## config.mk

```make
export PLATFORM = sky130hd
export DESIGN_NAME = seq_alu
export DESIGN_NICKNAME = d
export VERILOG_FILES = /design/src/rtl/alu_pkg.sv /design/src/rtl/seq_alu_muldiv_iter.sv /design/src/rtl/seq_alu.sv
export SDC_FILE = /design/constraint.sdc
export NUM_CORES = 1
export LEC_CHECK = 0
export CORE_MARGIN = 2
export CORE_UTILIZATION = 35
export DETAILED_ROUTE_END_ITERATION = 16
export PLACE_DENSITY_LB_ADDON = 0.3
export REMOVE_ABC_BUFFERS = 1
export SLEW_MARGIN = 20
export SYNTH_ARGS = -nofsm -noshare
export SYNTH_HDL_FRONTEND = slang
export SYNTH_SLANG_ARGS = --single-unit
```

## constraint.sdc

```tcl
create_clock -name clk -period 6.7 [get_ports clk]
set_clock_uncertainty 0.15 [all_clocks]
set_input_delay 1.34 -clock clk [delete_from_list [all_inputs] [get_ports clk]]
set_output_delay 1.34 -clock clk [all_outputs]
set_load 0.005 [all_outputs]
```

## src/rtl/alu_pkg.sv

```systemverilog
// ---------------------------------------------------------------------------
// alu_pkg
// Shared definitions for the sequential ALU:
//   - op_e     : 5-bit operation codes (legacy codes preserved)
//   - state_e  : control states of seq_alu
//   - helpers  : op classification (iterative / signedness / remainder)
// ---------------------------------------------------------------------------
package alu_pkg;

   typedef enum logic [4:0] {
      OP_AND    = 5'b00000,
      OP_OR     = 5'b00001,
      OP_ADD    = 5'b00010,
      OP_XOR    = 5'b00011,
      OP_MUL    = 5'b00100,
      OP_SRL    = 5'b00101,
      OP_SUB    = 5'b00110,
      OP_SRA    = 5'b00111,
      OP_SLT    = 5'b01000,
      OP_SLTU   = 5'b01001,
      OP_SLL    = 5'b01110,
      OP_MULH   = 5'b10000,
      OP_MULHSU = 5'b10001,
      OP_MULHU  = 5'b10010,
      OP_DIV    = 5'b10100,
      OP_DIVU   = 5'b10101,
      OP_REM    = 5'b10110,
      OP_REMU   = 5'b10111
   } op_e;

   typedef enum logic [1:0] {
      IDLE,
      MULS,
      DIVS,
      DONE
   } state_e;

   function automatic logic is_mul(input logic [4:0] op);
      return op inside {OP_MUL, OP_MULH, OP_MULHSU, OP_MULHU};
   endfunction

   function automatic logic is_div(input logic [4:0] op);
      return op inside {OP_DIV, OP_DIVU, OP_REM, OP_REMU};
   endfunction

   function automatic logic is_iterative(input logic [4:0] op);
      return is_mul(op) || is_div(op);
   endfunction

   function automatic logic is_rem(input logic [4:0] op);
      return op inside {OP_REM, OP_REMU};
   endfunction

   // MUL keeps only the low half, which is identical for signed and
   // unsigned operands, so it is handled as unsigned.
   function automatic logic is_signed_a(input logic [4:0] op);
      return op inside {OP_MULH, OP_MULHSU, OP_DIV, OP_REM};
   endfunction

   function automatic logic is_signed_b(input logic [4:0] op);
      return op inside {OP_MULH, OP_DIV, OP_REM};
   endfunction

endpackage

```

## src/rtl/seq_alu_muldiv_iter.sv

```systemverilog
// ---------------------------------------------------------------------------
// muldiv_iter
// Unsigned iterative core: shift-add multiply or restoring divide, one bit
// per cycle, XLEN cycles per operation.
//   clk, rst    : clock, synchronous active-high reset
//   abort       : drop the operation in flight
//   start       : load magnitudes and begin (mode 0 = multiply, 1 = divide)
//   a_mag/b_mag : multiplier/multiplicand or dividend/divisor
//   done        : high during the final iteration cycle
//   res_hi/lo   : value of the final step; product {hi,lo} or
//                 {remainder, quotient}; valid while done is high
// ---------------------------------------------------------------------------
module muldiv_iter #(
   parameter int XLEN = 32
) (
   input  logic            clk,
   input  logic            rst,
   input  logic            abort,
   input  logic            start,
   input  logic            mode,
   input  logic [XLEN-1:0] a_mag,
   input  logic [XLEN-1:0] b_mag,
   output logic            done,
   output logic [XLEN-1:0] res_hi,
   output logic [XLEN-1:0] res_lo
);

   localparam int CW = $clog2(XLEN);

   logic [XLEN-1:0] hi_q, hi_d, lo_q, lo_d, d_q, d_d;
   logic [CW-1:0]   cnt_q, cnt_d;
   logic            run_q, run_d, mode_q, mode_d;

   logic [XLEN:0]   sum, shifted;
   logic [XLEN-1:0] diff, step_hi, step_lo;
   logic            ge;

   always_comb begin
      // Multiply: add multiplicand when the multiplier LSB is set, then
      // shift the {carry, hi, lo} triple right by one.
      sum     = {1'b0, hi_q} + (lo_q[0] ? {1'b0, d_q} : '0);
      // Divide: bring the next dividend bit into the partial remainder and
      // subtract if it fits. The XLEN-bit difference is exact when ge holds.
      shifted = {hi_q, lo_q[XLEN-1]};
      ge      = (shifted >= {1'b0, d_q});
      diff    = shifted[XLEN-1:0] - d_q;
      if (mode_q) begin
         step_hi = ge ? diff : shifted[XLEN-1:0];
         step_lo = {lo_q[XLEN-2:0], ge};
      end else begin
         step_hi = sum[XLEN:1];
         step_lo = {sum[0], lo_q[XLEN-1:1]};
      end
   end

   assign done   = run_q && (cnt_q == '0);
   assign res_hi = step_hi;
   assign res_lo = step_lo;

   always_comb begin
      // NOTE: every _d gets a hold default first so no path leaves it
      // unassigned, which would otherwise infer a latch.
      hi_d   = hi_q;
      lo_d   = lo_q;
      d_d    = d_q;
      cnt_d  = cnt_q;
      run_d  = run_q;
      mode_d = mode_q;
      if (start) begin
         hi_d   = '0;
         lo_d   = a_mag;
         d_d    = b_mag;
         cnt_d  = CW'(XLEN - 1);
         run_d  = 1'b1;
         mode_d = mode;
      end else if (run_q) begin
         hi_d  = step_hi;
         lo_d  = step_lo;
         cnt_d = cnt_q - 1'b1;
         run_d = (cnt_q != '0);
      end
      if (abort) begin
         run_d = 1'b0;
         cnt_d = '0;
      end
   end

   always_ff @(posedge clk) begin
      // NOTE: the datapath registers are reset too, so a mid-operation reset
      // leaves no stale partial product or remainder behind.
      if (rst) begin
         hi_q   <= '0;
         lo_q   <= '0;
         d_q    <= '0;
         cnt_q  <= '0;
         run_q  <= 1'b0;
         mode_q <= 1'b0;
      end else begin
         hi_q   <= hi_d;
         lo_q   <= lo_d;
         d_q    <= d_d;
         cnt_q  <= cnt_d;
         run_q  <= run_d;
         mode_q <= mode_d;
      end
   end

endmodule

```

## src/rtl/seq_alu.sv

```systemverilog
// ---------------------------------------------------------------------------
// seq_alu
// Handshaked RV32I/RV32M ALU for EX. Single-cycle ops finish at the accept
// edge; MUL*/DIV*/REM* run XLEN cycles in muldiv_iter, except the division
// fast paths (divide by zero, signed overflow) which finish immediately.
//   clk, rst             : clock, synchronous active-high reset
//   flush                : abort work, drop pending result, block accept
//   in_valid/in_ready    : request handshake (ready only in IDLE)
//   op, in1, in2         : operation code (alu_pkg) and operands
//   out_valid/out_ready  : result handshake (valid only in DONE)
//   result, zero         : registered result and (in1 == in2) of the request
//   busy                 : high while iterating (MULS or DIVS)
// ---------------------------------------------------------------------------
module seq_alu
   import alu_pkg::*;
#(
   parameter int XLEN = 32,
   parameter int SHW  = $clog2(XLEN)
) (
   input  logic            clk,
   input  logic            rst,
   input  logic            flush,
   input  logic            in_valid,
   output logic            in_ready,
   input  logic [4:0]      op,
   input  logic [XLEN-1:0] in1,
   input  logic [XLEN-1:0] in2,
   output logic            out_valid,
   input  logic            out_ready,
   output logic [XLEN-1:0] result,
   output logic            zero,
   output logic            busy
);

   localparam logic [XLEN-1:0] MOST_NEG = {1'b1, {(XLEN-1){1'b0}}};

   function automatic logic [XLEN-1:0] alu_simple(input logic [4:0] f_op,
                                                  input logic [XLEN-1:0] a,
                                                  input logic [XLEN-1:0] b);
      case (f_op)
         OP_AND:  return a & b;
         OP_OR:   return a | b;
         OP_XOR:  return a ^ b;
         OP_ADD:  return a + b;
         OP_SUB:  return a - b;
         OP_SLL:  return a << b[SHW-1:0];
         OP_SRL:  return a >> b[SHW-1:0];
         OP_SRA:  return $unsigned($signed(a) >>> b[SHW-1:0]);
         OP_SLT:  return {{(XLEN-1){1'b0}}, $signed(a) < $signed(b)};
         OP_SLTU: return {{(XLEN-1){1'b0}}, a < b};
         default: return '0;
      endcase
   endfunction

   state_e            state_q, state_d;
   logic [4:0]        op_q, op_d;
   logic [XLEN-1:0]   result_q, result_d;
   logic              zero_q, zero_d, out_valid_q, out_valid_d;
   logic              busy_q, busy_d, in_ready_q, in_ready_d;
   logic              neg_q, neg_d, rem_neg_q, rem_neg_d;

   logic              accept, sign_a, sign_b, div_zero, div_ovf, fast_path;
   logic              core_start, core_done;
   logic [XLEN-1:0]   a_mag, b_mag, core_hi, core_lo, fast_res;
   logic [XLEN-1:0]   mul_res, div_res, quo, rem;
   logic [2*XLEN-1:0] prod, prod_fix;

   always_comb begin
      accept     = in_valid && in_ready_q && !flush;
      sign_a     = is_signed_a(op) && in1[XLEN-1];
      sign_b     = is_signed_b(op) && in2[XLEN-1];
      // Two's-complement negation of the most negative value yields the
      // correct unsigned magnitude, so no special case is needed here.
      a_mag      = sign_a ? -in1 : in1;
      b_mag      = sign_b ? -in2 : in2;
      div_zero   = (in2 == '0);
      div_ovf    = (op == OP_DIV || op == OP_REM) && (in1 == MOST_NEG) && (in2 == '1);
      fast_path  = is_div(op) && (div_zero || div_ovf);
      fast_res   = is_rem(op) ? (div_zero ? in1 : '0) : (div_zero ? '1 : in1);
      core_start = accept && is_iterative(op) && !fast_path;
   end

   muldiv_iter #(.XLEN(XLEN)) u_core (
      .clk    (clk),
      .rst    (rst),
      .abort  (flush),
      .start  (core_start),
      .mode   (is_div(op)),
      .a_mag  (a_mag),
      .b_mag  (b_mag),
      .done   (core_done),
      .res_hi (core_hi),
      .res_lo (core_lo)
   );

   // Sign fixup on the final iteration's output.
   always_comb begin
      prod     = {core_hi, core_lo};
      prod_fix = neg_q ? -prod : prod;
      mul_res  = (op_q == OP_MUL) ? prod_fix[XLEN-1:0] : prod_fix[2*XLEN-1:XLEN];
      quo      = neg_q ? -core_lo : core_lo;
      rem      = rem_neg_q ? -core_hi : core_hi;
      div_res  = is_rem(op_q) ? rem : quo;
   end

   always_comb begin
      state_d   = state_q;
      op_d      = op_q;
      result_d  = result_q;
      zero_d    = zero_q;
      neg_d     = neg_q;
      rem_neg_d = rem_neg_q;
      case (state_q)
         IDLE: if (accept) begin
            op_d      = op;
            zero_d    = (in1 == in2);
            neg_d     = sign_a ^ sign_b;
            rem_neg_d = sign_a;
            if (core_start) begin
               state_d = is_div(op) ? DIVS : MULS;
            end else begin
               state_d  = DONE;
               result_d = is_iterative(op) ? fast_res : alu_simple(op, in1, in2);
            end
         end
         MULS: if (core_done) begin
            state_d  = DONE;
            result_d = mul_res;
         end
         DIVS: if (core_done) begin
            state_d  = DONE;
            result_d = div_res;
         end
         DONE: if (out_ready) state_d = IDLE;
         default: state_d = IDLE;
      endcase
      // flush wins over completion; visible result and zero are preserved.
      if (flush) begin
         state_d  = IDLE;
         result_d = result_q;
         zero_d   = zero_q;
      end
      out_valid_d = (state_d == DONE);
      busy_d      = (state_d == MULS) || (state_d == DIVS);
      in_ready_d  = (state_d == IDLE);
   end

   always_ff @(posedge clk) begin
      // NOTE: state updates use non-blocking assignments so every flop
      // samples pre-edge values regardless of statement order.
      if (rst) begin
         state_q     <= IDLE;
         op_q        <= '0;
         result_q    <= '0;
         zero_q      <= 1'b0;
         out_valid_q <= 1'b0;
         busy_q      <= 1'b0;
         in_ready_q  <= 1'b1;
         neg_q       <= 1'b0;
         rem_neg_q   <= 1'b0;
      end else begin
         state_q     <= state_d;
         op_q        <= op_d;
         result_q    <= result_d;
         zero_q      <= zero_d;
         out_valid_q <= out_valid_d;
         busy_q      <= busy_d;
         in_ready_q  <= in_ready_d;
         neg_q       <= neg_d;
         rem_neg_q   <= rem_neg_d;
      end
   end

   assign in_ready  = in_ready_q;
   assign out_valid = out_valid_q;
   assign result    = result_q;
   assign zero      = zero_q;
   assign busy      = busy_q;

endmodule

```

# Yosys cells after proc, flatten, opt, wreduce, memory -nomap -nowiden

Cells that the tools add are included.

Input bits: 74
Output and inout bits: 36
Register bits: 148

Bitwise logic cells: 5
$lt $le $gt $ge: 3
Muxes and demuxes: 34
Add/subtract/negate cells: 10
Reductions and logical operators: 36
Shifts and indexed selects: 3
Equal/unequal tests: 33

Operator list:

| kind                 | number |
|---|---|
| $mux 32              | 20 |
| $pmux 32 s10         | 1 |
| $neg 32->32          | 4 |
| $pmux 32 s3          | 1 |
| $eq 32x32->1 const B | 2 |
| $lt 32x32->1         | 2 |
| $mux 64              | 1 |
| $neg 64->64          | 1 |
| $sub 32x32->32       | 2 |
| $eq 5x5->1 const B   | 9 |
| $add 32x33->33       | 1 |
| $ge 33x32->1         | 1 |
| $add 32x32->32       | 1 |
| $and 32x32->32       | 1 |
| $eq 32x32->1         | 1 |
| $logic_not 32->1     | 1 |
| $or 32x32->32        | 1 |
| $shl 32x5->32        | 1 |
| $shr 32x5->32        | 1 |
| $sshr 32x5->32       | 1 |
| $xor 32x32->32       | 1 |
| $eq 5x3->1 const B   | 5 |
| $eq 5x4->1 const B   | 3 |
| $mux 2               | 6 |
| 24 further kinds     | 56 |

# Longest topological paths before layout

Depth after elaboration: 14
Gate-level depth with buffers: 22
Depth with buffers taken out: 20

# Modules after synthesis

From an unflattened synthesis, not the netlist that was laid out.

Cell total of the unflattened synthesis: 3,448
Area total of the unflattened synthesis: 24,544.8 µm²

By module, submodules not included:

| module      | instances | cells an instance | seq. area each (µm²) | area each (µm²) |
|---|---|---|---|---|
| seq_alu     | 1         | 2,243             | 900.9                | 15,536.2 |
| muldiv_iter | 1         | 1,205             | 2,062.0              | 9,008.6 |

# Least setup slack after synthesis

No wires, ideal clock.

Kind: in2reg
Start: input in2[2]
End: register result_q[23], in the netlist result[23]
Stages on the path: 18
Library setup time: 119 ps
Required time: 6,431 ps
Path buffers: 3
Slack: 1,084 ps
Arrival: 5,347 ps
Path through: clkinv_1 buf_1 buf_1 clkbuf_1 ha_1 inv_1 a21oi_1 o31ai_1 a31oi_1 o21ai_0 a41oi_1 o22ai_1 o21ai_0 a222oi_1 xnor2_1 a221oi_1 a311o_1 nand3_1

Word-level cells in the longest chain between the ends: 8
Elaborated cells between the ends (all ways): 22
Those cells by class: add/sub (2); eq/ne (2); shift (3); mux (8); reduce/logical (7)

RTL lines:

| item                                                                   | RTL line       | text |
|---|---|---|
| start, declared                                                        | seq_alu.sv:27  | `input logic [XLEN-1:0] in2,` |
| parallel branches: the longest is 8 deep, another holds $sub 32x32->32 | -              |  |
| end signal, assigned                                                   | seq_alu.sv:164 | `result_q <= result_d;` |
| end, declared                                                          | seq_alu.sv:57  | `logic [XLEN-1:0] result_q, result_d;` |

Several ways; the timed one is not identified. The select of a mux whose other input is x is not followed.
A chain may end at the register's enable or synchronous reset.

# Worst setup path in the final report

Start: register u_core.d_q[4]
End: register result_q[30], in the netlist result[30]

Word-level cells in the longest chain between the ends: 8
Elaborated cells between the ends (all ways): 18
Those cells by class: add/sub (5); order compare (1); mux (12)

RTL lines:

| item                                       | RTL line                                             | text |
|---|---|---|
| start, declared                            | seq_alu_muldiv_iter.sv:30                            | `logic [XLEN-1:0] hi_q, hi_d, lo_q, lo_d, d_q, d_d;` |
| start signal, assigned                     | seq_alu_muldiv_iter.sv:94                            | `d_q <= '0;` |
| start signal, assigned                     | seq_alu_muldiv_iter.sv:101                           | `d_q <= d_d;` |
| $mux 32 (tied with other cells)            | seq_alu_muldiv_iter.sv:41                            | `sum = {1'b0, hi_q} + (lo_q[0] ? {1'b0, d_q} : '0);` |
| $add 32x33->33 or $mux 32 (tied branches)  | seq_alu_muldiv_iter.sv:41, seq_alu_muldiv_iter.sv:48 |  |
| $mux 32                                    | seq_alu_muldiv_iter.sv:47                            | `if (mode_q) begin` |
| $neg 64->64 or $neg 32->32 (tied branches) | seq_alu.sv:99, seq_alu.sv:102                        |  |
| $mux 64 or $mux 32 (tied branches)         | seq_alu.sv:99, seq_alu.sv:102                        |  |
| $mux 32 (on tied branches)                 | seq_alu.sv:100, seq_alu.sv:103                       |  |
| $mux 32 (on tied branches)                 | seq_alu.sv:126, seq_alu.sv:130                       |  |
| $pmux 32 s3 *                              | seq_alu.sv:113                                       | `case (state_q)` |

Mark *: on every way between the ends. The rest lies on a longest branch, timed or not. The select of a mux whose other input is x is not followed.

==> run metrics <==
pin count of the biggest net entering global routing 67; crit-path max FO 8; Leakage Power 10.34 nW; clock sink count 148; Worst VDD drop 0.1901 mV; CP Data Arrival Time 6.08 ns; worst-skew pair later-pin latency roughly 0.46 ns; RSZ-0062 raised after global routing false; Initial Util 35.38%; R2R depth 17; sequential element share of the synthesized area 12.45%; CP Launch Type flop; row cnt 95; Vias/cell 6.386; final setup fails 0; die area ~0.07 mm²; clk buf depth 2; Fill cells 7119; cts repair resizes 0; Post-Synthesis Cell Area between 0.02 and 0.025 mm²; largest family of logic cells by synthesized area compound AO/OA/AOI/OAI gates; Worst setup EP type flop; Hold Path Depth 2; gpl congestion 1.074; Clk Tree Root Cell clkbuf_16; Pwr Density about 150 mW/mm²; worst-margin pin slew 1.071 ns; final core occ 39.83%; Critical R2R Capture result[30]$_SDFFE_PP0P_; Worst Hold End zero$_SDFFE_PP0P_; DIE HEIGHT 264.8 µm; Synth Warn # 0; final worst-path cycle share 88.00%; Worst Path Required 6.88 ns; total via count in the routed design 27996; die outline width between 200 and 300 µm; post-synthesis cell count about 3500; DP Wirelength between 90000 and 100000 µm; hold_sp zero$_SDFFE_PP0P_; fmax around 0.17 GHz; Ports 110; Post-synth EDFFs 0; Seq cells post-synth around 150; mux contribution to synthesized area 7.191%; worst setup margin between 0.8 and 0.9 ns; Worst Hold Class flop to flop; Post-DRT Antenna Nets 0; Tot GR Track Use a little under a third; Final Hold Viols 0; R2R Setup Slk 0.80 ns; syn avg cell area around 6.9 µm²; Slew HR 28.33%; most frequent cells in the layout nor2_1, a21oi_1, nand2_1; most common cell after layout, fill and taps aside nor2_1; Pins Over Slew Limit 0; DRC viols 0; outcome finished, final reports clean; Total Nets Final 3752; simple-gate share of the synthesized area 23.03%; final wirelength 116800 µm; share of cells above drive strength 1 under 10%; Synth Area in XOR/XNOR 6.623%; total congestion overflow 0; core area 0.06728 mm²; Distinct cells, synth 110; vias in the first global route 25739; min cycle time layout 5.896 ns; first drt pass iteration count 6; synthesis-to-layout area growth 12.56%; post-place setup slack 0.5314 ns; cts hold-fix bufs 0; Synth Area in Compound Gates 34.27%; Clk pin slew, worst setup/hold paths 0.08 ns; # port buffers 109; Hold WS 0.3188 ns; Setup TNS 0 ns; H-Tree Level Count 4; WS Path Type flop to flop; global-route wire length before repair 169600 µm; reg2reg start u_core.d_q[4]$_SDFFE_PP0P_; postcts setup bufs 0; Main synth FF type dfxtp_1; Iter 0 DRT Violations ~3600; total power draw 3.976 mW; CTS tree done; routed len/inst about 27 µm; max-cap viol count 0; Async S/R FF share, synth 0%; Adder-Cell Fraction of Synth Area 9.588%; antenna violations before repair 1; n_diodes 0; Num CTS Buffers 17
Yosys cell counts, types with 53 or more instances:
| master | instances | area [µm²] |
|---|---|---|
| o31ai_1 | 53 | 397.9 |
| nand3_1 | 66 | 330.3 |
| a21oi_1 | 340 | 1702 |
| clkbuf_1 | 202 | 758.2 |
| nor2_1 | 417 | 1565 |
| xnor2_1 | 133 | 1165 |
| inv_1 | 165 | 619.3 |
| nand2_1 | 278 | 1044 |
| mux2i_1 | 117 | 1171 |
| o211ai_1 | 53 | 397.9 |
| dfxtp_1 | 148 | 2963 |
| ha_1 | 176 | 2202 |
| nor3_1 | 84 | 420.4 |
| o21ai_0 | 265 | 1326 |
| a211oi_1 | 105 | 788.3 |
sequential cells by signal (all words and copies together), names as in the netlist:
name / cells
result: 32
u_core.d_q: 32
u_core.hi_q: 32
u_core.lo_q: 32
op_q: 5
u_core.cnt_q: 5
state_q: 2
busy: 1
in_ready: 1
neg_q: 1
out_valid: 1
rem_neg_q: 1
u_core.mode_q: 1
u_core.run_q: 1
zero: 1
report_power, final:
group          total (mW)  internal [mW]  switching (mW)
sequential          0.968          0.917          0.0515
clock                1.01          0.550           0.459
combinational        2.00          0.691            1.31
per-stage QoR:
stage | std cells | area (µm²)
4_1_cts | 4384 | 26790
3_3_place_gp | 4352 | 26190
5_1_grt | 4384 | 26790
6_report | 4384 | 26790
3_5_place_dp | 4352 | 26190
2_1_floorplan | 3217 | 22820
cell type report:
| class | instances | area [µm²] | share of cell area, % |
|---|---|---|---|
| clock inverters | 14 | 153.9 | 0.5744 |
| repair buffers | 262 | 2210 | 8.247 |
| well taps | 873 | 1092 | 4.077 |
| clock buffers | 18 | 450.4 | 1.681 |
| inverters | 173 | 649.4 | 2.424 |
| multi-input cells | 2896 | 19270 | 71.91 |
| flip-flops and latches | 148 | 2970 | 11.09 |
worst max-delay path by stage:
stage,start,endpoint,slack [ns],cells after the start
after floorplan,in2[0],u_core.hi_q[0]$_SDFFE_PP0P_,-2.14,8
after detailed placement,in2[8],result[28]$_SDFFE_PP0P_,0.53,12
final,u_core.d_q[4]$_SDFFE_PP0P_,result[30]$_SDFFE_PP0P_,0.80,17
after global routing,u_core.d_q[4]$_SDFFE_PP0P_,result[30]$_SDFFE_PP0P_,0.51,17
after CTS,u_core.d_q[4]$_SDFFE_PP0P_,result[30]$_SDFFE_PP0P_,0.89,17
after global placement,in2[8],result[28]$_SDFFE_PP0P_,0.67,13
per-layer routing:
metal	wire length, µm	vias to the layer above	global-route usage [%]	part of all wire, %
met5	0	-	0	0
met4	8641	0	20.40	7.4
met3	9469	347	4.190	8.1
met2	50270	1574	50.06	43
met1	48410	13203	41.48	41
li1	-	12872	-	-
kinds of logic after synthesis:
group / Yosys count
flip-flops: 148
XOR/XNOR: 180
buffers and inverters: 423
AO/OA/AOI/OAI: 1233
multiplexers: 146
adder cells (fa/ha/maj): 180
AND/OR/NAND/NOR: 1157
critical path, stage by stage, from the launching register on:
cell and delay (ns):
dfxtp_1 0.38, inv_1 0.06, ha_1 0.37, a21o_1 0.27, a31oi_2 0.38, a2111oi_4 0.18, o31ai_2 0.74, nand3_1 0.28
a221oi_4 0.32, ha_1 0.23, or4b_1 0.62, nor3_1 0.25, nand4b_1 0.34, nor4_1 0.38, o221ai_1 0.17, a221oi_1 0.40
buf_4 0.18, o31ai_1 0.05
Note: power is estimated with default switching activity, not from simulation.
